`src/rtl/addsub_pipe_if.sv`:
```
// addsub_pipe_if: operand/result handshake bundle for addsub_pipe
// Operand side: in_valid/in_ready, in_sub, in_a, in_b (in_signed with ADDSUB_PIPE_SAT_EN).
// Result side:  out_valid/out_ready, out_s, out_cout, out_ovf, out_zero, out_neg.
// master = producer of operands / consumer of results, slave = the adder pipeline.
interface addsub_pipe_if #(
  parameter int N = 16
);
  logic         in_valid;
  logic         in_ready;
  logic         in_sub;
  logic [N-1:0] in_a;
  logic [N-1:0] in_b;
`ifdef ADDSUB_PIPE_SAT_EN
  logic         in_signed;
`endif
  logic         out_valid;
  logic         out_ready;
  logic [N-1:0] out_s;
  logic         out_cout;
  logic         out_ovf;
  logic         out_zero;
  logic         out_neg;
  modport master (
    output in_valid, in_sub, in_a, in_b, out_ready,
`ifdef ADDSUB_PIPE_SAT_EN
    output in_signed,
`endif
    input  in_ready, out_valid, out_s, out_cout, out_ovf, out_zero, out_neg
  );
  modport slave (
    input  in_valid, in_sub, in_a, in_b, out_ready,
`ifdef ADDSUB_PIPE_SAT_EN
    input  in_signed,
`endif
    output in_ready, out_valid, out_s, out_cout, out_ovf, out_zero, out_neg
  );
endinterface

```
`src/rtl/addsub_pipe.sv`:
```
// addsub_pipe: pipelined N-bit adder/subtractor, carry chain split into STAGES registered chunks
// Ports: clock, reset (sync, active high), bus (addsub_pipe_if.slave: operand and result handshakes).
// Optional macro ADDSUB_PIPE_SAT_EN adds in_signed and clamps the result on overflow/carry/borrow.
module addsub_pipe #(
  parameter int N      = 16,
  parameter int STAGES = 2
) (
  input logic          clock,
  input logic          reset,
  addsub_pipe_if.slave bus
);
  localparam int W = N / STAGES;
  logic w_stall;
  assign w_stall      = bus.out_valid & ~bus.out_ready;
  assign bus.in_ready = ~w_stall;
  for (genvar k = 0; k < STAGES; k++) begin : g_st
    // w_m holds finished sum bits below chunk k and raw A bits from chunk k upward;
    // w_x only keeps the inverted-B bits that are still to be added.
    logic             w_v;
    logic             w_c;
    logic [N-1:0]     w_m;
    logic [N-1:0]     w_o;
    logic [N-1:k*W]   w_x;
    logic [W:0]       w_ch;
`ifdef ADDSUB_PIPE_SAT_EN
    logic             w_sub;
    logic             w_sgn;
`endif
    if (k == 0) begin : g_src
      assign w_v = bus.in_valid;
      assign w_c = bus.in_sub;
      assign w_m = bus.in_a;
      assign w_x = bus.in_b ^ {N{bus.in_sub}};
`ifdef ADDSUB_PIPE_SAT_EN
      assign w_sub = bus.in_sub;
      assign w_sgn = bus.in_signed;
`endif
    end else begin : g_prv
      assign w_v = g_st[k-1].g_reg.r_v;
      assign w_c = g_st[k-1].g_reg.r_c;
      assign w_m = g_st[k-1].g_reg.r_m;
      assign w_x = g_st[k-1].g_reg.r_x;
`ifdef ADDSUB_PIPE_SAT_EN
      assign w_sub = g_st[k-1].g_reg.r_sub;
      assign w_sgn = g_st[k-1].g_reg.r_sgn;
`endif
    end
    assign w_ch = {1'b0, w_m[k*W +: W]} + {1'b0, w_x[k*W +: W]} + {{W{1'b0}}, w_c};
    always_comb begin
      w_o            = w_m;
      w_o[k*W +: W]  = w_ch[W-1:0];
    end
    if (k < STAGES - 1) begin : g_reg
      logic                 r_v;
      logic                 r_c;
      logic [N-1:0]         r_m;
      logic [N-1:(k+1)*W]   r_x;
`ifdef ADDSUB_PIPE_SAT_EN
      logic                 r_sub;
      logic                 r_sgn;
`endif
      always_ff @(posedge clock)
        if (reset) begin
          r_v   <= 1'b0;
          r_c   <= 1'b0;
          r_m   <= '0;
          r_x   <= '0;
`ifdef ADDSUB_PIPE_SAT_EN
          r_sub <= 1'b0;
          r_sgn <= 1'b0;
`endif
        end else if (!w_stall) begin
          r_v <= w_v;
          if (w_v) begin
            r_c   <= w_ch[W];
            r_m   <= w_o;
            r_x   <= w_x[N-1:(k+1)*W];
`ifdef ADDSUB_PIPE_SAT_EN
            r_sub <= w_sub;
            r_sgn <= w_sgn;
`endif
          end
        end
    end else begin : g_out
      // Bit N-1 of w_m is still A[N-1] here because it lives in the last chunk.
      logic         w_cout;
      logic         w_ovf;
      logic [N-1:0] w_f;
      logic         r_v;
      logic [N-1:0] r_s;
      logic         r_cout;
      logic         r_ovf;
      logic         r_zero;
      logic         r_neg;
      assign w_cout = w_ch[W];
      assign w_ovf  = (w_m[N-1] == w_x[N-1]) && (w_o[N-1] != w_m[N-1]);
`ifdef ADDSUB_PIPE_SAT_EN
      assign w_f = (w_sgn & w_ovf)           ? (w_m[N-1] ? {1'b1, {(N-1){1'b0}}} : {1'b0, {(N-1){1'b1}}}) :
                   (~w_sgn & ~w_sub & w_cout) ? {N{1'b1}} :
                   (~w_sgn & w_sub & ~w_cout) ? {N{1'b0}} : w_o;
`else
      assign w_f = w_o;
`endif
      always_ff @(posedge clock)
        if (reset) begin
          r_v    <= 1'b0;
          r_s    <= '0;
          r_cout <= 1'b0;
          r_ovf  <= 1'b0;
          r_zero <= 1'b0;
          r_neg  <= 1'b0;
        end else if (!w_stall) begin
          r_v <= w_v;
          if (w_v) begin
            r_s    <= w_f;
            r_cout <= w_cout;
            r_ovf  <= w_ovf;
            r_zero <= ~|w_f;
            r_neg  <= w_f[N-1];
          end
        end
      assign bus.out_valid = r_v;
      assign bus.out_s     = r_s;
      assign bus.out_cout  = r_cout;
      assign bus.out_ovf   = r_ovf;
      assign bus.out_zero  = r_zero;
      assign bus.out_neg   = r_neg;
    end
  end
endmodule

```
`src/flat_wrapper.sv`:
```
// flat-port wrapper written by rule: the top's interface ports become plain ports
module addsub_pipe_flat 
#(
  parameter int N      = 16,
  parameter int STAGES = 2
)
  (clock, reset, bus_in_valid, bus_in_sub, bus_in_a, bus_in_b, bus_out_ready, bus_in_ready, bus_out_valid, bus_out_s, bus_out_cout, bus_out_ovf, bus_out_zero, bus_out_neg);
  addsub_pipe_if #(.N(N)) bus_i ();
  input logic clock;
  input logic reset;
  input wire logic [$bits(bus_i.in_valid)-1:0] bus_in_valid;
  input wire logic [$bits(bus_i.in_sub)-1:0] bus_in_sub;
  input wire logic [$bits(bus_i.in_a)-1:0] bus_in_a;
  input wire logic [$bits(bus_i.in_b)-1:0] bus_in_b;
  input wire logic [$bits(bus_i.out_ready)-1:0] bus_out_ready;
  output wire logic [$bits(bus_i.in_ready)-1:0] bus_in_ready;
  output wire logic [$bits(bus_i.out_valid)-1:0] bus_out_valid;
  output wire logic [$bits(bus_i.out_s)-1:0] bus_out_s;
  output wire logic [$bits(bus_i.out_cout)-1:0] bus_out_cout;
  output wire logic [$bits(bus_i.out_ovf)-1:0] bus_out_ovf;
  output wire logic [$bits(bus_i.out_zero)-1:0] bus_out_zero;
  output wire logic [$bits(bus_i.out_neg)-1:0] bus_out_neg;
  assign bus_i.in_valid = bus_in_valid;
  assign bus_i.in_sub = bus_in_sub;
  assign bus_i.in_a = bus_in_a;
  assign bus_i.in_b = bus_in_b;
  assign bus_i.out_ready = bus_out_ready;
  assign bus_in_ready = bus_i.in_ready;
  assign bus_out_valid = bus_i.out_valid;
  assign bus_out_s = bus_i.out_s;
  assign bus_out_cout = bus_i.out_cout;
  assign bus_out_ovf = bus_i.out_ovf;
  assign bus_out_zero = bus_i.out_zero;
  assign bus_out_neg = bus_i.out_neg;
  addsub_pipe #(.N(N), .STAGES(STAGES)) u_core (.clock(clock), .reset(reset), .bus(bus_i));
endmodule
```
`config.mk`:
```
export PLATFORM = sky130hd
export DESIGN_NAME = addsub_pipe_flat
export DESIGN_NICKNAME = d
export VERILOG_FILES = /design/src/rtl/addsub_pipe_if.sv /design/src/rtl/addsub_pipe.sv /design/src/flat_wrapper.sv
export SDC_FILE = /design/constraint.sdc
export NUM_CORES = 1
export LEC_CHECK = 0
export ABC_AREA = 1
export ABC_CLOCK_PERIOD_IN_PS = 2600
export BUFFER_PORTS_ARGS = -buffer_cell sky130_fd_sc_hd__buf_4
export CAP_MARGIN = 15
export CORE_AREA = 2 2 74 76
export CTS_CLUSTER_DIAMETER = 200
export CTS_CLUSTER_SIZE = 8
export DETAILED_ROUTE_END_ITERATION = 6
export DIE_AREA = 0 0 76 78
export GPL_ROUTABILITY_DRIVEN = 0
export PLACE_DENSITY = 0.74
export RECOVER_POWER = 50
export SYNTH_ARGS = -nofsm -noshare
export SYNTH_HDL_FRONTEND = slang
export SYNTH_SLANG_ARGS = --single-unit
```
`constraint.sdc`:
```
create_clock -name clock -period 2.6 [get_ports clock]
set_clock_uncertainty 0.2 [all_clocks]
set_input_delay 0 -clock clock [delete_from_list [all_inputs] [get_ports clock]]
set_output_delay 0 -clock clock [all_outputs]
set_load 0.02 [all_outputs]
```
Yosys cells after proc, flatten, opt, wreduce, memory -nomap -nowiden --
Cells that the tools add are included.
Storage, ports and cells: bits in latches 0, bits of input ports 37, register bits after elaboration 47, memory bits (read-only) 0, memories kept 0, output and inout bits 22, bits in writable memories 0, logic and storage cells 25
Cells by class: reductions and logical operators 5, order comparisons 0, div/mod/pow operators 0, mux-type cells 0, $add $sub $neg 4, $mul 0, equality and inequality tests 2, shifts and indexed selects 0, bitwise gates (word level) 4
Operators with widths (count):
- 8-bit by 8-bit adder with 9-bit output | 2
- 9-bit by 1-bit adder with 9-bit output | 2
- 16-bit OR reduction | 1
- 16-bit bitwise XOR | 1
- 2-bit AND reduction | 2
- 1-bit inverter | 2
- 1-bit AND | 1
- 1-bit equality test | 1
- 1-bit logical AND | 1
- 1-bit zero test | 1
- 1-bit inequality test | 1

Longest topological paths before layout --
Gate-level depths: netlist of run 1.
depth after elaboration 4, mapped depth 14, gate-level depth less buffers 14

Worst setup path before layout of run 1 --
Ideal clock, no wire load.
path kind reg-to-reg, from reg u_core.g_st[0].g_reg.r_x[8] (netlist bit), to reg u_core.g_st[1].g_out.r_zero (netlist: u_core.bus.out_zero), stages on the path, launching flop included 12, setup time 71 ps, buffers on the path 0, data arrival time 1732 ps, clock period less this slack 2002 ps, data required time 2329 ps, setup slack 598 ps, cell sequence dfxtp_1 -> inv_1 -> fa_1 -> inv_1 -> fa_1 -> inv_1 -> nand2_1 -> nor2_1 -> nand3_1 -> nor2_1 -> nand3_1 -> a21oi_1
On the way: word-level cells in the longest chain between the ends 4
RTL lines:
- start, declared | RTL line addsub_pipe.sv:57 | logic [N-1:(k+1)*W] r_x;
- start signal, assigned | RTL line addsub_pipe.sv:77 | r_x <= w_x[N-1:(k+1)*W];
- 8-bit by 8-bit adder with 9-bit output | RTL line addsub_pipe.sv:48 | assign w_ch = {1'b0, w_m[k*W +: W]} + {1'b0, w_x[k*W +: W]} + {{W{1'b0}}, w_c};
- 9-bit by 1-bit adder with 9-bit output | RTL line addsub_pipe.sv:48
- via u_core.g_st[1].w_ch[1] | RTL line addsub_pipe.sv:24 | logic [W:0] w_ch;
- 16-bit OR reduction | RTL line addsub_pipe.sv:118 | r_zero <= ~|w_f;
- 1-bit zero test | RTL line addsub_pipe.sv:118
- end signal, assigned | RTL line addsub_pipe.sv:118
- end, declared | RTL line addsub_pipe.sv:93 | logic r_zero;
The timed path passes the listed nets, and every way through them passes these cells. A chain may end at the register's enable or synchronous reset.

Final worst setup path of run 1 --
Same ends and word-level chain as after synthesis.

==> results of run 1 <==
[path summary, 6_finish.rpt]
path | endpoint | cells past startpoint | slack (ps)
max reg2reg | u_core.bus.out_zero | 11 | 470
max | u_core.bus.out_zero | 11 | 470
min reg2reg | u_core.g_st[0].g_reg.r_v | 2 | 270
min | u_core.g_st[0].g_reg.r_m[7] | 5 | 10
[cell type report]
cell class / count / area [sq um] / area share
tap: 70 / 87.6 / 0.0269
clock buffer: 6 / 72.6 / 0.0223
sequential: 46 / 921 / 0.283
multi-input combinational: 237 / 1350 / 0.416
timing repair buffer: 89 / 652 / 0.201
clock inverter: 2 / 37.5 / 0.0115
inverter: 34 / 128 / 0.0393
[tightest hold or removal path, cell delays in order]
cell     delay, ps
buf_4           80
ha_1           160
a21oi_1         90
nand3_1         60
a31oi_1         70
[timing repair]
| item | CTS | global route |
|---|---|---|
| endpoints found under the hold margin | 28 | 0 |
| setup buffers | 0 | 0 |
| hold buffers | 28 | 0 |
[routing by layer]
metal  track usage  vias to the layer above  wire length (um)
met5             0                        -                 0
met1         0.252                     1041              2660
met4        0.0545                        0                51
met2         0.313                       57              2420
li1              -                     1241                 -
met3        0.0337                        4               281
[cells by family (layout without fill, tap and decap cells)]
kind of cell    Yosys count  in the layout  synth area share
simple gates            119            119             0.206
compound gates           81             81             0.175
buf+inv                  49            131            0.0827
flops                    46             46             0.369
xor+xnor                 20             20            0.0732
fa+ha+maj                17             17            0.0943
[synthesized netlist by cell type (4+ instances only)]
cell type   n  area share
dfxtp_1    46        0.37
nor2_1     43       0.065
clkbuf_1    4      0.0060
ha_1       14       0.070
buf_2       8       0.016
nand2_1    50       0.075
xnor2_1     8       0.028
o21ai_0    36       0.072
a21oi_1    35       0.070
o211ai_1    5       0.015
xor2_1     11       0.039
nand3_1    13       0.026
inv_1      32       0.048
[power by group]
part	switching [uW]	internal (uW)	total, uW
clock network	235	287	522
registers	34.5	762	797
logic	268	214	482
total	538	1260	1800
[registers in the layout (all words and copies together) (netlist names)]
name	cells
u_core.bus.out_s	15
u_core.bus.out_valid	1
u_core.g_st.g_reg.r_v	1
u_core.bus.out_cout	1
u_core.bus.out_neg	1
u_core.bus.out_zero	1
u_core.g_st.g_reg.r_m	16
u_core.bus.out_ovf	1
u_core.g_st.g_reg.r_c	1
u_core.g_st.g_reg.r_x	8
[stage by stage]
stage / std cells / hold WS, ps / util / instance area [sq um] / setup slack, ps
floorplan: 332 / -35.5 / - / 2490 / 598
global placement: 448 / 51.6 / 0.587 / 2960 / 532
CTS: 484 / 4.09 / 0.665 / 3350 / 465
detailed placement: 448 / 60.1 / 0.587 / 2960 / 498
finish: 484 / 14.7 / 0.645 / 3250 / 466
global route: 484 / 60.2 / 0.645 / 3250 / 311
==> results.json, run 1 <==
{
  "cp_max_fo": 2,
  "hold_class": "in -> reg",
  "r2r-start": "u_core.g_st[0].g_reg.r_x[8]",
  "first_global_vias": 2148,
  "critPathLaunchType": "flop",
  "status": "finished, final reports clean",
  "grt_max_degree": 32,
  "overflow": 0,
  "antenna_found_initial": 0,
  "min_from": "bus_in_a[5]",
  "power.total_uw": 1800,
  "synth_area_sq_mm": 0.00249,
  "max-slew-margin-rel": 0.488,
  "hold_violations": 0,
  "crit_slowest_cell": "fa_1",
  "cts-root-buf": "clkbuf_8",
  "post-route-min-period_ps": 2130,
  "die_x_um": 76,
  "drt-pass1-iter-count": 4,
  "async_flop_share": 0,
  "dpl.hpwl_um": 3820,
  "grt_usage": 0.188,
  "drv_cap": 0,
  "final_cell_mix": "50 x nand2_1, 46 x dfxtp_1, 45 x nor2_1, 38 x buf_4, 36 x o21ai_0",
  "p_leak_uw": 0.00152,
  "crit_chain": "inv_1, fa_1, inv_1, fa_1, inv_1, nand2_1, nor2_1, nand3_1, nor2_1, nand3_1, a21oi_1",
  "synth_edf_count": 0,
  "crit_family": "adder cells",
  "syn_nets": 386,
  "worst_slew_pin_slew_ps": 768,
  "clk_pin_slew_ps": 90,
  "setup.worst_path.end_class": "flop",
  "die_y_um": 78,
  "avgRoutedWirePerCell_um": 11.2,
  "nFillCells": 476,
  "finalSetupTns_ps": 0,
  "seq_area_frac_synth": 0.369,
  "num_rows": 26,
  "syn_to_final_growth_pct": 30.3,
  "grt_pass1_wl_um": 9320,
  "ys_types": 29,
  "yosysWarningCount": 0,
  "cts_buffers": 5,
  "synth_seq_cells": 46,
  "drc_errors": 0,
  "n_antenna_cell": 0,
  "ys.flop_type": "dfxtp_1",
  "startpoint": "u_core.g_st[0].g_reg.r_x[8]",
  "die-area_sq_mm": 0.00593,
  "wirelength_um": 5410,
  "drv_slew": 0,
  "cts_resized": 0,
  "final_common_cell": "nand2_1",
  "cp_data_arrival_time_ps": 2160,
  "viasPerCell": 4.84,
  "final_nets": 467,
  "fin_crit_sh": 0.821,
  "synthCells": 332,
  "critical_path_class": "reg -> reg",
  "required_ps": 2630,
  "max_freq_mhz": 469,
  "postRouteAntennaNets": 0,
  "start_util": 0.495,
  "cts.sinks": 46,
  "core_area_sq_mm": 0.00504,
  "crit_top_cell": "inv_1",
  "rsz0062_at_grt": "no",
  "synth_area_per_cell_sq_um": 7.51,
  "p_per_area_mw_per_mm2": 554,
  "routed-via-count": 2343,
  "clkLatencyLatePin_ps": 300,
  "io_pins": 59,
  "cts_buffer_depth": 2,
  "htree_num_levels": 2,
  "peakVddDrop_uv": 350,
  "path_buf_inv": 3,
  "tritoncts": "built",
  "cpPeakStageDelay_ps": 410,
  "port_buffers": 58,
  "drive_gt1_frac": 0.128,
  "drtIter0Drc": 88,
  "finalSetupViolCount": 0
}
Note: power is estimated with default switching activity, not from simulation.
==> inputs of run 2 (changes only) <==
Settings changed: ABC_CLOCK_PERIOD_IN_PS 2600 to 1760, CORE_AREA 2 2 74 76 to 2 2 76 78, DIE_AREA 0 0 76 78 to 0 0 78 80, PLACE_DENSITY 0.74 to 0.73.
Clock period 2.6 ns to 1.76 ns, I/O delays scaled along.
==> results.json, run 2 (synthesis results as in run 1) <==
{
  "critPathLaunchType": "flop",
  "core_area_sq_mm": 0.00541,
  "crit_top_cell": "inv_2",
  "final_cell_mix": "48 x buf_4, 44 x nor2_1, 44 x dfxtp_1, 37 x nand2_1, 33 x o21ai_0",
  "crit_chain": "inv_2, fa_2, inv_2, fa_2, inv_2, nand2_1, nor2_1, nand3_1, nor2_1, nand3_1, a21oi_1",
  "crit_slowest_cell": "fa_2",
  "required_ps": 1800,
  "drtIter0Drc": 124,
  "wirelength_um": 6000,
  "die_x_um": 78,
  "p_sw_uw": 848,
  "grt_max_degree": 32,
  "cts-root-buf": "clkbuf_8",
  "setup.worst_path.end_class": "flop",
  "p_clk_frac": 0.235,
  "drv_slew": 0,
  "status": "finished with violations",
  "die_y_um": 80,
  "overflow": 0,
  "dpl.hpwl_um": 4080,
  "dr_wl_met3_um": 267,
  "routed-via-count": 2406,
  "drive_gt1_frac": 0.233,
  "antenna_found_initial": 0,
  "post-place-ws_ps": -315,
  "p_leak_uw": 0.00159,
  "cts.sinks": 46,
  "top_layer": "met4",
  "hold_violations": 0,
  "critical_path_class": "reg -> reg",
  "cp_max_fo": 2,
  "largest_register": "u_core.g_st.g_reg.r_m",
  "io_pins": 59,
  "die-area_sq_mm": 0.00624,
  "hold_class": "in -> reg",
  "grt_pass1_wl_um": 9630,
  "r2r_slack_ps": -360,
  "htree_num_levels": 2,
  "drv_cap": 0,
  "largest_reg_flops": 16,
  "start_util": 0.462,
  "rsz0062_at_grt": "yes",
  "port_buffers": 58,
  "intPower_uw": 1750,
  "post-route-min-period_ps": 2120,
  "cts_buffer_depth": 2,
  "dr_wl_met2_um": 2800,
  "pwr-share-seq": 0.454,
  "cts_buffers": 5,
  "p_per_area_mw_per_mm2": 766,
  "violations": "negative setup slack",
  "num_rows": 27,
  "nFillCells": 502,
  "finalSetupViolCount": 7,
  "cp_data_arrival_time_ps": 2160,
  "clk_pin_slew_ps": 80,
  "syn_to_final_growth_pct": 36.2,
  "max_freq_mhz": 471,
  "n_antenna_cell": 0,
  "viasPerCell": 4.92,
  "tritoncts": "built",
  "fin_crit_sh": 1.21,
  "max-slew-margin-rel": 0.691,
  "power.total_uw": 2600,
  "cpPeakStageDelay_ps": 430,
  "postRouteAntennaNets": 0,
  "peakVddDrop_uv": 360,
  "p_comb_frac": 0.311,
  "worst_slew_pin_slew_ps": 463,
  "first_global_vias": 2196,
  "drc_errors": 0,
  "clkLatencyLatePin_ps": 300,
  "finalSetupTns_ps": -1150,
  "avgRoutedWirePerCell_um": 12.3,
  "drt-pass1-iter-count": 4,
  "finalWorstSetupSlack_ps": -363,
  "final_nets": 471,
  "switching_share": 0.326,
  "final_common_cell": "buf_4",
  "grt_usage": 0.193,
  "wirelength_met1_um": 2760
}
[run 2: final cells by class]
type	count	area, sq um	share of cell area
clock buffers	5	68.8	0.0203
clock inverters	2	10.0	0.00295
inverters	34	128	0.0376
multi-input cells	237	1510	0.443
flip-flops and latches	46	923	0.272
well taps	72	90.1	0.0265
repair buffers	93	672	0.198
[run 2: repair_timing]
action,in CTS,in global routing
endpoints found under the hold margin,31,0
hold buffers,21,0
setup endpoints to repair,8,10
buffers inserted,2,2
gates resized for setup,18,23
cloned,0,0
pin swaps,5,12
[run 2: metal layers]
layer / vias to the layer above / GRT usage
li1: 1247 / -
met1: 1065 / 0.241
met2: 75 / 0.327
met3: 19 / 0.0373
met4: 0 / 0.0754
met5: - / 0
[run 2: worst max-delay path, delay by kind of cell (launching register included)]
family / cells / cell delay (ps)
simple gates: 5 / 410
buf+inv: 3 / 180
flops: 1 / 330
compound gates: 1 / 130
fa+ha+maj: 2 / 810
[run 2: final timing paths]
kind | to | startpoint | cells after the start
worst max-delay path | u_core.bus.out_zero | u_core.g_st[0].g_reg.r_m[8] | 11
worst min-delay path | u_core.g_st[0].g_reg.r_v | bus_in_valid | 4
worst max register to register | u_core.bus.out_zero | u_core.g_st[0].g_reg.r_m[8] | 11
worst min register to register | u_core.g_st[0].g_reg.r_v | u_core.g_st[0].g_reg.r_v | 2
[run 2: through the flow]
stage	cells	util	hold slack, ps	cell area, sq um
final	489	0.629	14.5	3400
after global routing	489	0.629	36.5	3400
after CTS	488	0.627	5.99	3390
after detailed placement	458	0.560	60.6	3030
after global placement	458	0.560	52.9	3030
after floorplan	332	-	-35.5	2500
[run 2: power groups by stage]
| stage | logic (uW) | clock network [uW] | registers, uW |
|---|---|---|---|
| after floorplan | 442 | 0 | 1230 |
| after detailed placement | 714 | 0 | 1200 |
| after global placement | 700 | 0 | 1200 |
| after CTS | 789 | 630 | 1180 |
| after global routing | 895 | 672 | 1190 |
| final | 808 | 611 | 1180 |
==> inputs of run 3 (changes only) <==
Settings changed: ABC_AREA 1 to not set, CORE_AREA 2 2 76 78 to 2 2 75 77, DIE_AREA 0 0 78 80 to 0 0 77 79.
==> results.json, run 3 <==
{
  "synth_top_area_frac": 0.379,
  "status": "finished with violations",
  "num_rows": 27,
  "setup.worst_path.end_class": "flop",
  "final_common_cell": "buf_4",
  "grt_pass1_wl_um": 9290,
  "crit_chain": "inv_2, fa_2, inv_2, fa_2, nor4b_2, nand2_1, nor4b_2, nand4bb_1, nand2_1",
  "critPathLaunchType": "flop",
  "required_ps": 1810,
  "start_util": 0.456,
  "top_layer": "met4",
  "avgRoutedWirePerCell_um": 12.3,
  "cp_max_fo": 2,
  "drv_cap": 0,
  "cts_buffers": 5,
  "post-route-min-period_ps": 2270,
  "yosysMostFrequentCell": "nand2_1",
  "routed-via-count": 2333,
  "finalWorstSetupSlack_ps": -513,
  "drc_errors": 0,
  "crit_slowest_cell": "fa_2",
  "yosysWarningCount": 0,
  "synthCells": 294,
  "synth_area_leaders": "dfxtp_1 38%, nand2_1 8.5%, ha_1 7.2%",
  "largest_reg_flops": 16,
  "synth_area_sq_mm": 0.00243,
  "dpl.hpwl_um": 4040,
  "cpPeakStageDelay_ps": 440,
  "final_cell_mix": "62 x buf_4, 55 x nand2_1, 40 x dfxtp_1, 28 x a21oi_1, 24 x nor2_1",
  "rsz0062_at_grt": "yes",
  "final_nets": 448,
  "cts_buffer_depth": 2,
  "synth_seq_cells": 46,
  "synth_area_per_cell_sq_um": 8.27,
  "htree_num_levels": 2,
  "antenna_found_initial": 0,
  "die-area_sq_mm": 0.00608,
  "drtIter0Drc": 69,
  "io_pins": 59,
  "clkLatencyLatePin_ps": 300,
  "violations": "negative setup slack",
  "n_antenna_cell": 0,
  "clk_pin_slew_ps": 80,
  "peakVddDrop_uv": 342,
  "die_x_um": 77,
  "drive_gt1_frac": 0.296,
  "fin_crit_sh": 1.29,
  "yosys.area.top_type": "dfxtp_1",
  "overflow": 0,
  "async_flop_share": 0,
  "port_buffers": 58,
  "p_leak_uw": 0.00146,
  "first_global_vias": 2117,
  "max-slew-margin-rel": 0.704,
  "cts-root-buf": "clkbuf_8",
  "fin_cells": 467,
  "finalSetupViolCount": 10,
  "syn_to_final_growth_pct": 47.3,
  "postRouteAntennaNets": 0,
  "seq_area_frac_synth": 0.379,
  "synth_edf_count": 0,
  "cts.sinks": 46,
  "largest_register": "u_core.g_st.g_reg.r_m",
  "hold_ws_ps": 36.2,
  "cp_data_arrival_time_ps": 2320,
  "syn_nets": 348,
  "die_y_um": 79,
  "p_per_area_mw_per_mm2": 776,
  "drt-pass1-iter-count": 4,
  "worst_slew_pin_slew_ps": 444,
  "viasPerCell": 5.00,
  "wirelength_met1_um": 2620,
  "drv_slew": 0,
  "grt_max_degree": 31,
  "tritoncts": "built",
  "wirelength_um": 5730,
  "max_freq_mhz": 440,
  "dp_cells": 435,
  "nFillCells": 472,
  "grt_usage": 0.185,
  "hold_violations": 0,
  "ys.flop_type": "dfxtp_1",
  "synth_commonest_cells": "55 x nand2_1, 46 x dfxtp_1, 34 x a21oi_1",
  "r2r_slack_ps": -510,
  "ys_types": 40,
  "post-route-util": 0.671,
  "critical_path_class": "reg -> reg",
  "dr_wl_met3_um": 251,
  "core_area_sq_mm": 0.00534,
  "dr_wl_met2_um": 2790,
  "hold_class": "in -> reg"
}
[run 3: cell types whose count changed in the layout (fill, tap and decap cells not counted), moves of 6 or more]
| cell | before | now |
|---|---|---|
| a211oi_1 | 0 | 12 |
| buf_4 | 48 | 62 |
| inv_1 | 27 | 4 |
| nand2_1 | 37 | 55 |
| nand2_2 | 10 | 0 |
| nand2_4 | 6 | 0 |
| nand3_1 | 10 | 2 |
| nor2_1 | 44 | 24 |
| o21ai_0 | 33 | 2 |
[run 3: stage by stage]
step / setup TNS (ps) / setup slack (ps) / power (uW) / area [sq um]
after global placement: -2190 / -403 / 1910 / 3190
after global routing: -3660 / -594 / 2920 / 3580
after floorplan: -1290 / -356 / 1650 / 2540
after CTS: -2030 / -487 / 2750 / 3560
final: -2740 / -513 / 2780 / 3580
after detailed placement: -2760 / -468 / 1930 / 3190
[run 3: metal layers]
layer / up-vias / global-route usage
met4: 0 / 0.0536
li1: 1205 / -
met3: 6 / 0.0307
met1: 1071 / 0.239
met5: - / 0
met2: 51 / 0.321
[run 3: where the power goes]
part           switching [uW]  total [uW]  internal, uW
sequential               61.9        1180          1120
clock                     349         772           424
combinational             397         827           430
total                     807        2780          1970
[run 3: cells by family (layout without fill, tap and decap cells)]
logic type / after synthesis / count (layout) / synth area share
simple gates: 107 / 107 / 0.197
compound gates: 70 / 70 / 0.179
flops: 46 / 46 / 0.379
xor+xnor: 27 / 27 / 0.0972
buf+inv: 26 / 127 / 0.0473
fa+ha+maj: 17 / 17 / 0.0967
mux: 1 / 1 / 0.00463
[run 3: layout make-up]
class,count,area [sq um],area share
clock inverters,2,37.5,0.0105
multi-input cells,222,1600,0.446
repair buffers,112,828,0.231
flip-flops and latches,46,928,0.259
well taps,72,90.1,0.0251
inverters,7,26.3,0.00733
clock buffers,6,72.6,0.0203
[run 3: critical path: cells and delay by family (launching register included)]
kind          cells  cell delay, ps
flops             1             330
simple gates      5             730
fa+ha+maj         2             840
buf+inv           2             120
[run 3: what timing repair did]
action / 4_1_cts / 5_1_grt
hold buffers: 21 / 1
resized for setup: 11 / 16
pin swaps: 8 / 14
endpoints found under the setup margin: 10 / 17
setup buffers: 1 / 1
hold endpoints to repair: 25 / 2
[run 3: worst paths after layout]
| check | startpoint | endpoint | cells after the start |
|---|---|---|---|
| worst min register to register | u_core.bus.out_s[13] | u_core.bus.out_s[13] | 2 |
| worst max register to register | u_core.g_st[0].g_reg.r_x[8] | u_core.bus.out_zero | 9 |
| worst min-delay path | bus_in_a[7] | u_core.g_st[0].g_reg.r_m[7] | 5 |
| worst max-delay path | u_core.g_st[0].g_reg.r_x[8] | u_core.bus.out_zero | 9 |
